`src/rtl/cpu_parameters.sv`:
```
// Shared CPU-wide parameters and the write-back entry type carried through the result FIFOs.
package cpu_parameters;

    localparam int xlen       = 32;
    localparam int WB_NUM_SRC = 3;
    localparam int REG_IDX_W  = 5;

    typedef struct packed {
        logic [xlen-1:0]      res;
        logic [REG_IDX_W-1:0] rd;
    } wb_entry_t;

    // Round-robin successor: index after cur, wrapping at n.
    function automatic int rr_next(input int cur, input int n);
        return (cur == n - 1) ? 0 : cur + 1;
    endfunction

endpackage

```
`src/rtl/wb_fifo.sv`:
```
// Single-source result FIFO of wb_entry_t with synchronous clear.
// Latency: a push becomes visible on head/empty the next cycle.
// Backpressure: full is raised at DEPTH entries; the caller must not push while full or pop while empty.
module wb_fifo
    import cpu_parameters::*;
#(
    parameter int DEPTH = 2
) (
    input  logic      clk,
    input  logic      rst_n,
    input  logic      push,
    input  wb_entry_t push_dat,
    input  logic      pop,
    input  logic      clear,
    output logic      full,
    output logic      empty,
    output wb_entry_t head
);

    localparam int PTR_W = $clog2(DEPTH);
    localparam int CNT_W = $clog2(DEPTH) + 1;

    wb_entry_t          mem [DEPTH];
    logic [PTR_W-1:0]   wr_ptr;
    logic [PTR_W-1:0]   rd_ptr;
    logic [CNT_W-1:0]   count;

    assign empty = (count == '0);
    assign full  = (count == CNT_W'(DEPTH));
    assign head  = mem[rd_ptr];

    // DEPTH is a power of two, so the pointers wrap by natural overflow.
    always_ff @(posedge clk) begin
        if (!rst_n) begin
            wr_ptr <= '0;
            rd_ptr <= '0;
            count  <= '0;
        end else if (clear) begin
            wr_ptr <= '0;
            rd_ptr <= '0;
            count  <= '0;
        end else begin
            if (push) begin
                wr_ptr <= wr_ptr + 1'b1;
            end
            if (pop) begin
                rd_ptr <= rd_ptr + 1'b1;
            end
            case ({push, pop})
                2'b10:   count <= count + 1'b1;
                2'b01:   count <= count - 1'b1;
                default: count <= count;
            endcase
        end
    end

    always_ff @(posedge clk) begin
        if (push && !clear) begin
            mem[wr_ptr] <= push_dat;
        end
    end

endmodule

```
`src/rtl/wb_arbiter.sv`:
```
// Write-back arbiter: per-source result FIFOs drained round-robin into one registered result port.
// Latency: push in t -> result_v in t+2 when uncontended; sustained one result per cycle.
// Backpressure: src_ok[i] drops while FIFO i is full, during flush and while rst_n is low.
module wb_arbiter
    import cpu_parameters::*;
#(
    parameter int NUM_SRC    = WB_NUM_SRC,
    parameter int FIFO_DEPTH = 2,
    parameter int XLEN       = xlen
) (
    input  logic                        clk,
    input  logic                        rst_n,
    input  logic [NUM_SRC*XLEN-1:0]     src_res,
    input  logic [NUM_SRC*5-1:0]        src_rd,
    input  logic [NUM_SRC-1:0]          src_v,
    output logic [NUM_SRC-1:0]          src_ok,
    input  logic                        flush,
    output logic [XLEN-1:0]             result,
    output logic [4:0]                  rd,
    output logic                        result_v,
    output logic                        busy
);

    localparam int PTR_W = $clog2(NUM_SRC);

    logic [NUM_SRC-1:0] push;
    logic [NUM_SRC-1:0] pop;
    logic [NUM_SRC-1:0] full;
    logic [NUM_SRC-1:0] empty;
    wb_entry_t          head [NUM_SRC];

    logic [PTR_W-1:0]   rr_ptr;
    logic [PTR_W-1:0]   grant_idx;
    logic               grant_vld;
    wb_entry_t          grant_dat;

    generate
        for (genvar i = 0; i < NUM_SRC; i++) begin : g_src
            wb_entry_t in_dat;

            assign in_dat.res = src_res[i*XLEN +: XLEN];
            assign in_dat.rd  = src_rd[i*5 +: 5];

            // No bypass: a full FIFO stays not-ready even in a cycle it is popped.
            assign src_ok[i] = rst_n & ~flush & ~full[i];
            assign push[i]   = src_v[i] & src_ok[i];
            assign pop[i]    = grant_vld & ~flush & (grant_idx == PTR_W'(i));

            wb_fifo #(
                .DEPTH (FIFO_DEPTH)
            ) u_fifo (
                .clk      (clk),
                .rst_n    (rst_n),
                .push     (push[i]),
                .push_dat (in_dat),
                .pop      (pop[i]),
                .clear    (flush),
                .full     (full[i]),
                .empty    (empty[i]),
                .head     (head[i])
            );
        end
    endgenerate

    // Scan from farthest to nearest offset so the first non-empty source at or after rr_ptr wins.
    always_comb begin
        logic [PTR_W-1:0] cand;
        grant_vld = 1'b0;
        grant_idx = '0;
        cand      = '0;
        for (int k = NUM_SRC - 1; k >= 0; k--) begin
            cand = PTR_W'((int'(rr_ptr) + k) % NUM_SRC);
            if (!empty[cand]) begin
                grant_vld = 1'b1;
                grant_idx = cand;
            end
        end
    end

    assign grant_dat = head[grant_idx];

    // x0 entries are consumed like any other grant but never reach the register file.
    always_ff @(posedge clk) begin
        if (!rst_n) begin
            rr_ptr   <= '0;
            result   <= '0;
            rd       <= '0;
            result_v <= 1'b0;
        end else begin
            result_v <= 1'b0;
            if (!flush && grant_vld) begin
                rr_ptr <= PTR_W'(rr_next(int'(grant_idx), NUM_SRC));
                if (grant_dat.rd != 5'd0) begin
                    result   <= grant_dat.res;
                    rd       <= grant_dat.rd;
                    result_v <= 1'b1;
                end
            end
        end
    end

    assign busy = ~(&empty) | result_v;

endmodule
```
`config.mk`:
```
export PLATFORM = sky130hd
export DESIGN_NAME = wb_arbiter
export DESIGN_NICKNAME = d
export VERILOG_FILES = /design/src/rtl/cpu_parameters.sv /design/src/rtl/wb_fifo.sv /design/src/rtl/wb_arbiter.sv
export SDC_FILE = /design/constraint.sdc
export NUM_CORES = 1
export LEC_CHECK = 0
export ABC_AREA = 1
export CORE_MARGIN = 8
export CORE_UTILIZATION = 40
export DETAILED_ROUTE_END_ITERATION = 10
export PLACE_DENSITY = 0.71
export SLEW_MARGIN = 10
export SYNTH_ARGS = -nofsm -noshare
export SYNTH_HDL_FRONTEND = slang
export SYNTH_HIERARCHICAL = 1
export SYNTH_SLANG_ARGS = --single-unit
```
`constraint.sdc`:
```
create_clock -name clk -period 5.2 [get_ports clk]
set_clock_uncertainty 0.1 [all_clocks]
set_input_delay 0.78 -clock clk [delete_from_list [all_inputs] [get_ports clk]]
set_output_delay 0.78 -clock clk [all_outputs]
set_load 0.02 [all_outputs]
```
==> Word level (Yosys, flattened, before mapping) <==
Memories as Yosys holds them, arrays and structs flattened. A register that Yosys moved wholly into a read port is not among the register bits.
Cells that the tools add are included.
{ "totals": {"out_inout_bits": 42, "memories": 3, "word_cells": 118, "mem_bits_rw": 222, "regBits": 52, "input_bits": 117} }
{ "classes": {"muxes": 32, "addsub": 15, "eq_ne": 12, "n_div": 3, "n_reduce_logical": 17, "magnitude_cmp": 4, "n_bitwise": 19} }
{ "memory_table": {"columns": ["memory", "words", "width", "read_ports", "rd_clocked_by_memory_dff", "write_ports", "line_no", "source"], "rows": [
  ["g_src[0].u_fifo.mem", 2, 37, 1, 1, 1, "wb_fifo.sv:23", "wb_entry_t mem [DEPTH];"],
  ["g_src[1].u_fifo.mem", 2, 37, 1, 1, 1, "wb_fifo.sv:23", null],
  ["g_src[2].u_fifo.mem", 2, 37, 1, 1, 1, "wb_fifo.sv:23", null]
]} }
{ "ops": {"columns": ["op", "count"], "rows": [
  ["binary-select mux 37 bit (select 2 bit)", 1],
  ["2-to-1 mux 37 bit", 2],
  ["modulo 32 x 3 -> 32 bit (second input constant)", 2],
  ["modulo 3 x 3 -> 32 bit (second input constant)", 1],
  ["2-to-1 mux 1 bit", 19],
  ["equality test 2 bit (second input constant)", 8],
  ["one-hot mux 2 bit (2 select lines)", 3],
  ["bitwise AND 1 bit", 11],
  ["< comparator 2 x 3 -> 1 bit (second input constant)", 3],
  ["adder 2 x 1 -> 2 bit (second input constant)", 4],
  ["equality test 2 x 1 -> 1 bit (second input constant)", 4],
  ["zero test 2 bit", 4],
  ["2-to-1 mux 2 bit", 4],
  ["adder 1 bit (second input constant)", 6],
  ["binary-select mux 1 bit (select 2 bit)", 3],
  ["NOT 1 bit", 6],
  ["nonzero test 2 bit", 3],
  ["subtractor 2 x 1 -> 2 bit (second input constant)", 3],
  ["nonzero test 5 bit", 1],
  ["logical AND 1 bit", 4],
  ["AND reduction 2 bit", 2],
  ["adder 2 x 1 -> 3 bit (second input constant)", 1],
  ["adder 2 x 2 -> 3 bit (second input constant)", 1],
  [">= comparator 3 bit (second input constant)", 1],
  ["5 further kinds", 5]
]} }

==> Logic depth before layout (Yosys ltp) <==
Gate-level depths: netlist of the first run.
{ "logic_depth": {"word_depth": 13, "mapped_depth": 20, "mapped_depth_nobuf": 19} }

==> Modules after synthesis <==
Netlist of the first run, hierarchy kept.
{ "by_module_without_submodules": {"columns": ["module", "seq_area_each_um2", "cells_each", "instances", "area_per_inst_um2"], "rows": [
  ["wb_fifo", 2322.2, 150, 3, 3062.9],
  ["wb_arbiter", 800.8, 441, 1, 2640.0]
]} }

==> Least setup slack after synthesis of the first run <==
OpenSTA, ideal clock, no wires.
{ "synth_path": {"kind": "input to register", "from": "in rst_n", "to": "mem g_src[0].u_fifo/mem[1][0] in the netlist's numbering, enable pin", "path_slack_ns": 0.279, "cell_stages": 7, "n_path_buf": 2, "required_ns": 4.622, "arrival_ns": 4.343, "setup_ns": 0.478, "cell_sequence": "clkbuf_1 inv_1 or2_2 clkbuf_1 nor3b_1 inv_1 nor3_1"} }
{ "synth_via": {"elab_chain_cells": 6} }
{ "synth_rtl": {"columns": ["item", "line_no", "source"], "rows": [
  ["start: declaration", "wb_arbiter.sv:12", "input logic rst_n,"],
  ["bitwise AND 1 bit (2 in series)", "wb_arbiter.sv:45", "assign src_ok[i] = rst_n & ~flush & ~full[i];"],
  ["bitwise AND 1 bit", "wb_arbiter.sv:46", "assign push[i] = src_v[i] & src_ok[i];"],
  ["via push[0]", "wb_arbiter.sv:26", "logic [NUM_SRC-1:0] push;"],
  ["logical AND 1 bit", "wb_fifo.sv:58", "if (push && !clear) begin"],
  ["2-to-1 mux 1 bit", "wb_fifo.sv:58", null],
  ["2-to-1 mux 1 bit (implied by the code)", "wb_fifo.sv:59", "mem[wr_ptr] <= push_dat;"],
  ["end: declaration", "wb_fifo.sv:23", null]
]} }
The timed path passes the listed nets, and every way through them passes these cells.

==> Worst setup path in the final report of the first run <==
{ "layout_path": {"from": "reg rr_ptr[0]", "to": "reg rd[1]"} }
{ "layout_via": {"elab_chain_cells": 13, "word_cells_on_any_way": 24, "cone_classes": "add/sub (2); div (3); mux (15); bitwise (1); reduce/logical (3)"} }
{ "layout_rtl": {"columns": ["item", "line_no", "source"], "rows": [
  ["start: declaration", "wb_arbiter.sv:32", "logic [PTR_W-1:0] rr_ptr;"],
  ["start signal: assignment", "wb_arbiter.sv:92", "rr_ptr <= PTR_W'(rr_next(int'(grant_idx), NUM_SRC));"],
  ["adder 2 x 2 -> 3 bit", "wb_arbiter.sv:72", "cand = PTR_W'((int'(rr_ptr) + k) % NUM_SRC);"],
  ["modulo 32 x 3 -> 32 bit", "wb_arbiter.sv:72", null],
  ["binary-select mux 1 bit (select 2 bit)", "wb_arbiter.sv:73", "if (!empty[cand]) begin"],
  ["2-to-1 mux 1 bit (implied by the code)", "wb_arbiter.sv:73", null],
  ["2-to-1 mux 2 bit (3 in series)", "wb_arbiter.sv:73", null],
  ["NOT 2 -> 3 bit (implied by the code)", "wb_arbiter.sv:80", "assign grant_dat = head[grant_idx];"],
  ["binary-select mux 37 bit (select 2 bit)", "wb_arbiter.sv:80", null],
  ["2-to-1 mux 37 bit (implied by the code) (2 in series)", "wb_arbiter.sv:80", null],
  ["nonzero test 5 bit", "wb_arbiter.sv:93", "if (grant_dat.rd != 5'd0) begin"],
  ["AND reduction 2 bit (no line)", null, null],
  ["end signal: assignment", "wb_arbiter.sv:95", "rd <= grant_dat.rd;"],
  ["end: declaration", "wb_arbiter.sv:19", "output logic [4:0] rd,"]
]} }
Several ways; a longest one is shown, not always the timed one. The select of a mux whose other input is x is not followed.
A chain may end at the register's enable or synchronous reset.

==> qor.yml, run 1 <==
routing:
  postRouteAntennaNets: 0
  wire_per_inst_um: 19.6
  drc: 0
  via_count: 7337
  viasPerCell: 5.01
  firstDrtPassIters: 5
  wirelength_um: 28800
  drt_iter0_markers: 553
layout:
  regArea_mm2: 0.00777
  drive_above_1_share_pct: 18.0
  antenna_cells: 0
  area_growth_pct: 23.9
  fillers: 2497
  fin_nets: 1174
  multiInputGateArea_mm2: 0.00355
clock_network:
  insertion_delay_ns: 0.53
  post_cts_resized: 0
  cts_hold_buf: 0
  h-tree-depth: 1
  cts_tree: "yes"
  cts-buffers-inserted: 29
  root_buffer: "clkbuf_16"
  clock-sinks: 277
  cts_buffer_depth: 3
  path_clk_slew_ns: 0.06
  postCtsSetupBuffers: 0
floorplan:
  dieWidth_um: 188
  rows: 63
  core_mm2: 0.0294
  ios: 159
  design.die.area_mm2: 0.0353
  start_util_pct: 40.2
  die_y_um: 188
placement:
  gp_congestion: 0.806
  hpwl_um: 18600
  io_buffers: 158
  dp_slack_ns: 1.35
setup_path:
  r2r_cells: 14
  crit_path_start_kind: "flip-flop"
  crit_fanout: 69
  worst_ep_required_time_ns: 5.51
  endpoint_kind: "flip-flop"
  worstSetupPathType: "flip-flop to flip-flop"
  cp_data_arrival_time_ns: 4.20
grt:
  antenna_found_initial: 3
  grt_max_degree: 70
  grt_usage_pct: 15.9
  grt_pass1_vias: 7560
  gr-total-overflow: 0
  grt_pass1_wl_um: 43600
logic_synthesis:
  yosys_warnings: 6
  synth_ff_type: "edfxtp_1"
  synthArstFlopShare_pct: 0
  synth-edff-count: 222
  syn-mean-instance-area_um2: 13.3
  netlist_area_mm2: 0.0118
  synth-seq-area-share_pct: 65.7
  synth_cell_types: 31
  syn_nets: 1014
  netlist_instances: 891
  ys_ff_latch: 277
sta:
  slew_headroom_pct: 35.3
  holdWs_ns: 0.366
  final.setup.worst_slack_ns: 1.31
  rsz0062_at_grt: "false"
  slew_viol_final: 0
  setup_viol: 0
  tightest_slew_ns: 0.968
  max_freq_mhz: 257
  fin_setup_tns_ns: 0
  timing.final.crit_share_pct: 74.8
  finalHoldViolCount: 0
  timing.final.crit_period_ns: 3.89
hold_path:
  hold_path_class: "flip-flop to flip-flop"
  hold_path_depth: 2
power_and_ir_drop:
  p_int_uw: 4620
  p_sw_uw: 2490
  p_sw_share_pct: 35.0
  p_clk_share_pct: 28.1
  p_leak_uw: 0.00530
  p_total_uw: 7110
  power.share.combinational_pct: 34.8
  seqPwrFrac_pct: 37.1
  peakVddDrop_mv: 0.274
  p_per_area_mw_per_mm2: 485
status:
  status: "complete, no violations"
run:
  drv_cap: 0
## power by group through the flow
| stage | logic, µW | clock network, µW | registers [µW] |
|---|---|---|---|
| 2_1_floorplan | 1660 | 0 | 2710 |
| 3_3_place_gp | 2440 | 0 | 2680 |
| 3_5_place_dp | 2480 | 0 | 2680 |
| 4_1_cts | 2480 | 2050 | 2640 |
| 5_1_grt | 2720 | 2140 | 2650 |
| 6_report | 2480 | 2000 | 2640 |
## synthesized netlist by cell type (all sizes together), types with 13 or more instances
cell / count / area share (%)
nor3: 13 / 0.55
edfxtp: 222 / 56
a21oi: 75 / 3.2
nor2: 67 / 2.2
o21ai: 34 / 1.4
mux2: 111 / 13
dfxtp: 55 / 9.3
nand3: 69 / 3.0
clkbuf: 16 / 0.51
inv: 62 / 2.0
buf: 26 / 2.4
nand2: 111 / 3.6
## state kept, by name, summed over array words and instances (netlist names), named ones only
register / cells
g_src.u_fifo/count: 6
g_src.u_fifo/mem: 222
g_src.u_fifo/rd_ptr: 3
g_src.u_fifo/wr_ptr: 3
rd: 5
result: 32
result_v: 1
rr_ptr: 2
## critical path: stages, from the launching register on
cell and delay, ns:
dfxtp_1 0.37, inv_1 0.08, ha_1 0.36, inv_1 0.13, nand2_1 0.06, nand3_1 0.10, nand2_1 0.12, a21boi_4 0.55
nor2_4 0.34, nand2_1 0.14, nand2_1 0.07, nor2_2 0.16, nand3_4 0.64, a21oi_1 0.47, nor2_1 0.09
## metal layers
layer	track usage (%)	vias to the layer above	routed length (µm)
met5	0	-	44
met4	4.00	6	581
met3	3.75	48	1900
met2	26.7	248	13900
met1	20.3	3534	12300
li1	-	3501	-
## area by class of cell
type / instances / share of cell area [%]
clock buffers: 44 / 5.88
repair buffers: 171 / 11.4
well taps: 390 / 3.33
inverters: 62 / 1.59
multi-input cells: 510 / 24.2
flip-flops and latches: 277 / 53.0
clock inverters: 10 / 0.512
## layout by cell type, fill, tap and decap left out, types with 21 or more instances in the layout
| cell | netlist | final |
|---|---|---|
| o21ai_0 | 31 | 31 |
| edfxtp_1 | 222 | 222 |
| a21oi_1 | 75 | 75 |
| inv_1 | 58 | 58 |
| mux2_4 | 90 | 90 |
| nor2_1 | 65 | 65 |
| dfxtp_1 | 55 | 52 |
| clkbuf_16 | 0 | 29 |
| mux2_2 | 21 | 21 |
| nand3_1 | 67 | 67 |
| clkdlybuf4s50_1 | 0 | 157 |
| nand2_1 | 107 | 107 |
## worst paths after layout
| kind | startpoint | end | slack, ns |
|---|---|---|---|
| setup / recovery | rr_ptr[0] | rd[1] | 1.31 |
| hold / removal | rd[2] | rd[2] | 0.37 |
| setup reg to reg | rr_ptr[0] | rd[1] | 1.31 |
| hold reg to reg | rd[2] | rd[2] | 0.37 |
## cells by family (layout without fill, tap and decap cells)
group / after synthesis / after routing / synth area share, %
AO/OA/AOI/OAI: 114 / 114 / 4.95
XOR/XNOR: 3 / 3 / 0.222
adder cells (fa/ha/maj): 6 / 6 / 0.635
buffers and inverters: 104 / 287 / 4.90
flip-flops: 277 / 277 / 65.7
multiplexers: 111 / 111 / 13.4
AND/OR/NAND/NOR: 276 / 276 / 10.2
## metrics by stage
stage,cell area [µm²],util [%],instances
detailed placement,13700,46.6,1410
finish,14700,49.8,1464
floorplan,11800,-,891
global placement,13700,46.6,1410
CTS,14700,49.8,1464
global route,14700,49.8,1464
(Power assumes the default switching activity.)
==> inputs of run 2 (changes only) <==
Settings changed: PLACE_DENSITY 0.71 to 0.68.
Clock period 5.2 ns to 3.6 ns, I/O delays scaled along.
==> run 2 against run 1 <==
  * First-iteration DRC count shrank 2.7%
  * Setup slack lost 0.76 ns
  * Register-to-register slack lost 0.76 ns
  * Cell count up 0.61%
  * Flip-flop and latch count unchanged
  * Routed wire length up 3.4%
  * Fmax increased by 27%
  * Sequential share of layout area decreased by 0.56 points
  * Utilization is 0.55 points higher
  * Combinational power grew 50%
==> qor.yml, run 2 (synthesis gave the netlist of run 1 again) <==
placement:
  io_buffers: 158  # unchanged
  place_area_mm2: 0.0139  # +1.0%
  hpwl_um: 19100  # +2.4%
  gp_congestion: 0.852  # +5.6%
  dp_slack_ns: 0.604  # -0.749 ns
setup_path:
  endpoint_kind: "flip-flop"
  crit_path_start_kind: "flip-flop"
  worstReg2RegStart: "rr_ptr[1]"
  worst_ep_required_time_ns: 3.98  # -1.53 ns
  worstSetupPathType: "flip-flop to flip-flop"
  r2r_end: "g_src[1].u_fifo/count[1]"
  crit_fanout: 11  # -84%
  cp_data_arrival_time_ns: 3.43  # -0.77 ns
  reg2reg_slack_ns: 0.55  # -0.76 ns
  r2r_cells: 15  # +1
  cp_common_cell: "nor2_1"
  critPathSlowestCell: "nor3_1"
  path_cells: "inv_1 -> ha_1 -> o21ai_1 -> nand2_1 -> inv_2 -> nand3_2 -> and2_1 -> buf_4 -> nor3_1 -> ha_1 -> inv_1 -> nand2_1 -> nor2_1 -> nor2_1 -> nor2_1"
  max_stage_delay_ns: 0.39  # -0.25 ns
floorplan:
  dieWidth_um: 188  # unchanged
  rows: 63  # unchanged
  die_y_um: 188  # unchanged
  design.die.area_mm2: 0.0353  # unchanged
  ios: 159  # unchanged
  start_util_pct: 40.2  # unchanged
  core_mm2: 0.0294  # unchanged
power_and_ir_drop:
  p_per_area_mw_per_mm2: 708  # +46%
  p_leak_uw: 0.00537  # +1.2%
  p_total_uw: 10500  # +47%
  peakVddDrop_mv: 0.343  # +25%
layout:
  final_util_pct: 50.4  # +0.55 points
  drive_above_1_share_pct: 18.7  # +0.68 points
  fin_nets: 1184  # +0.85%
  stdcell_area_mm2: 0.0148  # +1.1%
  area_growth_pct: 25.2
  fillers: 2522  # +1.0%
  regMostFlops: "g_src.u_fifo/mem"
  final_common_cell: "edfxtp_1"
  mostFrequentLayoutCells: "edfxtp_1 (222), clkdlybuf4s50_1 (157), nand2_1 (107)"
  largest_reg_flops: 222  # unchanged
  reg.largest.list: "g_src.u_fifo/mem x222, result x32, g_src.u_fifo/count x6"
  antenna_cells: 0  # unchanged
sta:
  timing.final.crit_share_pct: 84.8  # +10 points
  setup_viol: 0  # unchanged
  final.setup.worst_slack_ns: 0.546  # -0.764 ns
  finalHoldViolCount: 0  # unchanged
  fin_setup_tns_ns: 0  # unchanged
  tightest_slew_ns: 0.866  # -0.102 ns
  max_freq_mhz: 327  # +27%
  slew_viol_final: 0  # unchanged
  rsz0062_at_grt: "false"
  slew_headroom_pct: 42.3  # +7.0 points
  timing.final.crit_period_ns: 3.05  # -0.836 ns
clock_network:
  cts_buffer_depth: 3  # unchanged
  cts_tree: "yes"
  root_buffer: "clkbuf_16"
  path_clk_slew_ns: 0.06  # about the same
  postCtsSetupBuffers: 0  # unchanged
  clock-sinks: 277  # unchanged
  cts_hold_buf: 0  # unchanged
  h-tree-depth: 1  # unchanged
  insertion_delay_ns: 0.54  # about the same
  post_cts_resized: 0  # unchanged
  cts-buffers-inserted: 29  # unchanged
status:
  status: "complete, no violations"
routing:
  viasPerCell: 5.03  # +0.31%
  drt_iter0_markers: 538  # -2.7%
  wire_per_inst_um: 20.2  # +2.8%
  via_count: 7405  # +0.93%
  firstDrtPassIters: 7  # +2
  wirelength_um: 29800  # +3.4%
  postRouteAntennaNets: 0  # unchanged
  drc: 0  # unchanged
grt:
  grt_max_degree: 74  # +5.7%
  grt_pass1_wl_um: 44600  # +2.3%
  grt_pass1_vias: 7735  # +2.3%
  antenna_found_initial: 1  # -2
  grt_usage_pct: 16.3  # +0.40 points
  gr-total-overflow: 0  # unchanged
hold_path:
  hold_path_class: "input pin to flip-flop"
  hold_path_depth: 3  # +1
  holdCritStartpoint: "rst_n"
  min_to: "result_v"
run:
  drv_cap: 0  # unchanged
==> run 2: cell types whose count changed in the layout (fill, tap and decap cells not counted), moves of 2 or more <==
| cell | delta |
|---|---|
| buf_12 | +5 |
| buf_4 | +5 |
| bufinv_16 | +3 |
| clkbuf_8 | -7 |
| clkinv_4 | +2 |
| clkinvlp_4 | +2 |
==> run 2: critical path: cells and delay by family, from the launching register on <==
kind | cells | cell delay [ns]
compound gates | 1 | 0.32
flops | 1 | 0.37
simple gates | 8 | 1.17
fa+ha+maj | 2 | 0.56
buf+inv | 4 | 0.48
==> run 2: through the flow <==
| step | hold WS [ns] | std cells |
|---|---|---|
| finish | 0.288 | 1473 |
| global route | 0.327 | 1473 |
| CTS | 0.269 | 1473 |
| detailed placement | 0.365 | 1420 |
| global placement | 0.360 | 1420 |
| floorplan | 0.360 | 891 |
==> run 2: how the worst max path moves through the flow <==
stage	startpoint	endpoint	cells past startpoint
finish	rr_ptr[1]	g_src[1].u_fifo/count[1]	15
global route	rr_ptr[0]	result[23]	18
CTS	rr_ptr[1]	g_src[1].u_fifo/count[1]	15
detailed placement	rr_ptr[1]	g_src[1].u_fifo/count[1]	15
global placement	flush	g_src[0].u_fifo/mem[0][11]	6
floorplan	rst_n	g_src[0].u_fifo/mem[1][0]	7
==> run 2: report_power, final <==
group          internal [µW]  switching [µW]  leakage (µW)
registers               3640             144       0.00246
clock network           1790            1190      0.000462
logic                   1410            2300       0.00245
==> run 2: final cells by class <==
cell class | instances | area [µm²] | share of cell area [%]
inverter | 62 | 233 | 1.57
clock buffer | 38 | 769 | 5.20
timing repair buffer | 181 | 1810 | 12.2
sequential | 277 | 7770 | 52.5
multi-input combinational | 510 | 3550 | 23.9
clock inverter | 15 | 189 | 1.28
tap | 390 | 488 | 3.29
==> run 2: layer usage <==
metal,GRT usage [%],up-vias,share of wire [%]
li1,-,3512,-
met1,20.9,3571,43
met2,28.0,276,49
met3,3.29,44,7.0
met4,3.55,2,1.7
met5,0,-,0.044
==> inputs of run 3 (changes only) <==
Clock period 3.6 ns to 3.15 ns, I/O delays scaled along.
==> run 3 against run 2 <==
  * Sequential power rose by 15%
  * Sequential share of layout area fell by 0.46 points
  * Routed wire length fell by 0.17%
  * Die area did not move
  * Total power rose by 15%
  * Worst hold slack got worse by 0.079 ns
  * Clock-buffer cell count fell by 4
  * Cell count rose by 0.88%
  * Setup slack got worse by 0.40 ns
  * Clock power rose by 12%
  * Largest power group is now combinational cells
==> qor.yml, run 3 (synthesis gave the netlist of run 1 again) <==
power_and_ir_drop:
  p_sw_uw: 4210  # +16%
  p_clk_share_pct: 27.9  # -0.6 points
  p_int_uw: 7820  # +14%
  seqPwrFrac_pct: 36.0  # about the same
  peakVddDrop_mv: 0.669  # +95%
  p_per_area_mw_per_mm2: 806  # +14%
  power.share.combinational_pct: 36.1  # +0.7 points
  p_leak_uw: 0.00543  # +1.3%
  p_sw_share_pct: 35.0  # +0.32 points
sta:
  max_freq_mhz: 333  # +1.8%
  finalHoldViolCount: 0  # unchanged
  setup_viol: 0  # unchanged
  slew_headroom_pct: 44.9  # +2.6 points
  final.setup.worst_slack_ns: 0.151  # -0.396 ns
  holdWs_ns: 0.209  # -0.0790 ns
  timing.final.crit_share_pct: 95.2  # +10 points
  fin_setup_tns_ns: 0  # unchanged
  timing.final.crit_period_ns: 3.00  # -0.0541 ns
  tightest_slew_ns: 0.826  # -0.0397 ns
  slew_viol_final: 0  # unchanged
setup_path:
  endpoint_kind: "flip-flop"
  worst_ep_required_time_ns: 3.52  # -0.46 ns
  worstSetupPathType: "flip-flop to flip-flop"
  cp_common_cell: "nand2_1"
  critPathSlowestCell: "nor3_2"
  crit_path_start_kind: "flip-flop"
  crit_fanout: 5  # -6
  critical_path.top_delay_family: "simple AND/OR/NAND/NOR gates"
  cp_data_arrival_time_ns: 3.37  # -0.06 ns
  crit_buf_inv: 3  # -1
  max_stage_delay_ns: 0.40  # about the same
  path_cells: "inv_1 -> ha_1 -> inv_1 -> nand2_1 -> nand3_1 -> nand2_1 -> nand2_1 -> nand3_2 -> and2_1 -> nor3_2 -> ha_1 -> inv_1 -> nand2_1 -> nor2_1 -> nor2_1 -> nor2_1"
  reg2reg_slack_ns: 0.15  # -0.40 ns
placement:
  hpwl_um: 20300  # +6.1%
  io_buffers: 158  # unchanged
  dp_slack_ns: 0.137  # -0.466 ns
  gp_congestion: 0.810  # -4.9%
floorplan:
  ios: 159  # unchanged
  core_mm2: 0.0294  # unchanged
  rows: 63  # unchanged
  design.die.area_mm2: 0.0353  # unchanged
  dieWidth_um: 188  # unchanged
  die_y_um: 188  # unchanged
  start_util_pct: 40.2  # unchanged
routing:
  drt_iter0_markers: 596  # +11%
  drc: 0  # unchanged
  wirelength_um: 29700  # -0.17%
  wire_per_inst_um: 20.0  # -1.0%
  firstDrtPassIters: 5  # -2
  postRouteAntennaNets: 0  # unchanged
  via_count: 7472  # +0.90%
  viasPerCell: 5.03  # about the same
layout:
  regMostFlops: "g_src.u_fifo/mem"
  mostFrequentLayoutCells: "edfxtp_1 (222), clkdlybuf4s50_1 (157), nand2_1 (106)"
  largest_reg_flops: 222  # unchanged
  final_common_cell: "edfxtp_1"
  reg.largest.list: "g_src.u_fifo/mem x222, result x32, g_src.u_fifo/count x6"
  area_growth_pct: 26.3
  drive_above_1_share_pct: 20.0  # +1.3 points
  final_util_pct: 50.8  # +0.43 points
  fin_nets: 1196  # +1.0%
clock_network:
  insertion_delay_ns: 0.54  # about the same
  path_clk_slew_ns: 0.07  # about the same
  cts_buffer_depth: 3  # unchanged
  cts_tree: "yes"
  cts-buffers-inserted: 29  # unchanged
  h-tree-depth: 1  # unchanged
  clock-sinks: 277  # unchanged
  root_buffer: "clkbuf_16"
grt:
  grt_pass1_wl_um: 44700  # +0.20%
  gr-total-overflow: 0  # unchanged
  grt_pass1_vias: 7828  # +1.2%
  grt_usage_pct: 16.2  # -0.046 points
  antenna_found_initial: 2  # +1
  grt_max_degree: 74  # unchanged
hold_path:
  hold_path_class: "input pin to flip-flop"
status:
  status: "complete, no violations"
run:
  drv_cap: 0  # unchanged
## run 3: power groups by stage
stage / Sequential (µW) / Clock [µW] / Combinational (µW)
2_1_floorplan: 4480 / 0 / 2740
3_3_place_gp: 4400 / 0 / 4150
3_5_place_dp: 4410 / 0 / 4250
4_1_cts: 4330 / 3420 / 4260
5_1_grt: 4360 / 3560 / 4770
6_report: 4330 / 3350 / 4350
## run 3: area by class of cell
type	count	area, µm²
fill	2497	14500
tap	390	488
clock inverter	19	189
clock buffer	34	754
multi-input combinational	510	3600
sequential	277	7770
antenna	1	2.50
timing repair buffer	193	1890
inverter	62	235
## run 3: what timing repair did
| item | in CTS | in global routing |
|---|---|---|
| buffers inserted | 0 | 5 |
| resized for setup | 0 | 8 |
| hold buffers | 0 | 0 |
| setup endpoints to repair | 0 | 37 |
## run 3: final timing paths
check | cells after the start | end | start
setup / recovery | 16 | g_src[1].u_fifo/count[1] | rr_ptr[0]
hold / removal | 3 | result_v | rst_n
setup reg to reg | 16 | g_src[1].u_fifo/count[1] | rr_ptr[0]
hold reg to reg | 2 | result[20] | result[20]
## run 3: metal layers
metal	routed length, µm	GRT usage [%]	part of all wire (%)
met5	27	0	0.091
met3	2190	3.77	7.4
met4	449	3.61	1.5
met1	12900	20.9	44
met2	14100	27.5	47
## run 3: stage by stage
stage	std cells	cell area [µm²]	total power, µW
after global placement	1427	13900	8550
after CTS	1480	14900	12000
after floorplan	891	11900	7220
after detailed placement	1427	13900	8660
after global routing	1485	14900	12700
final	1486	14900	12000
## run 3: worst reg2reg max path: cells and delay by family, from the launching register on
| kind | cells | cell delay, ns |
|---|---|---|
| adder cells (fa/ha/maj) | 2 | 0.67 |
| buffers and inverters | 3 | 0.30 |
| flip-flops | 1 | 0.37 |
| AND/OR/NAND/NOR | 11 | 1.50 |
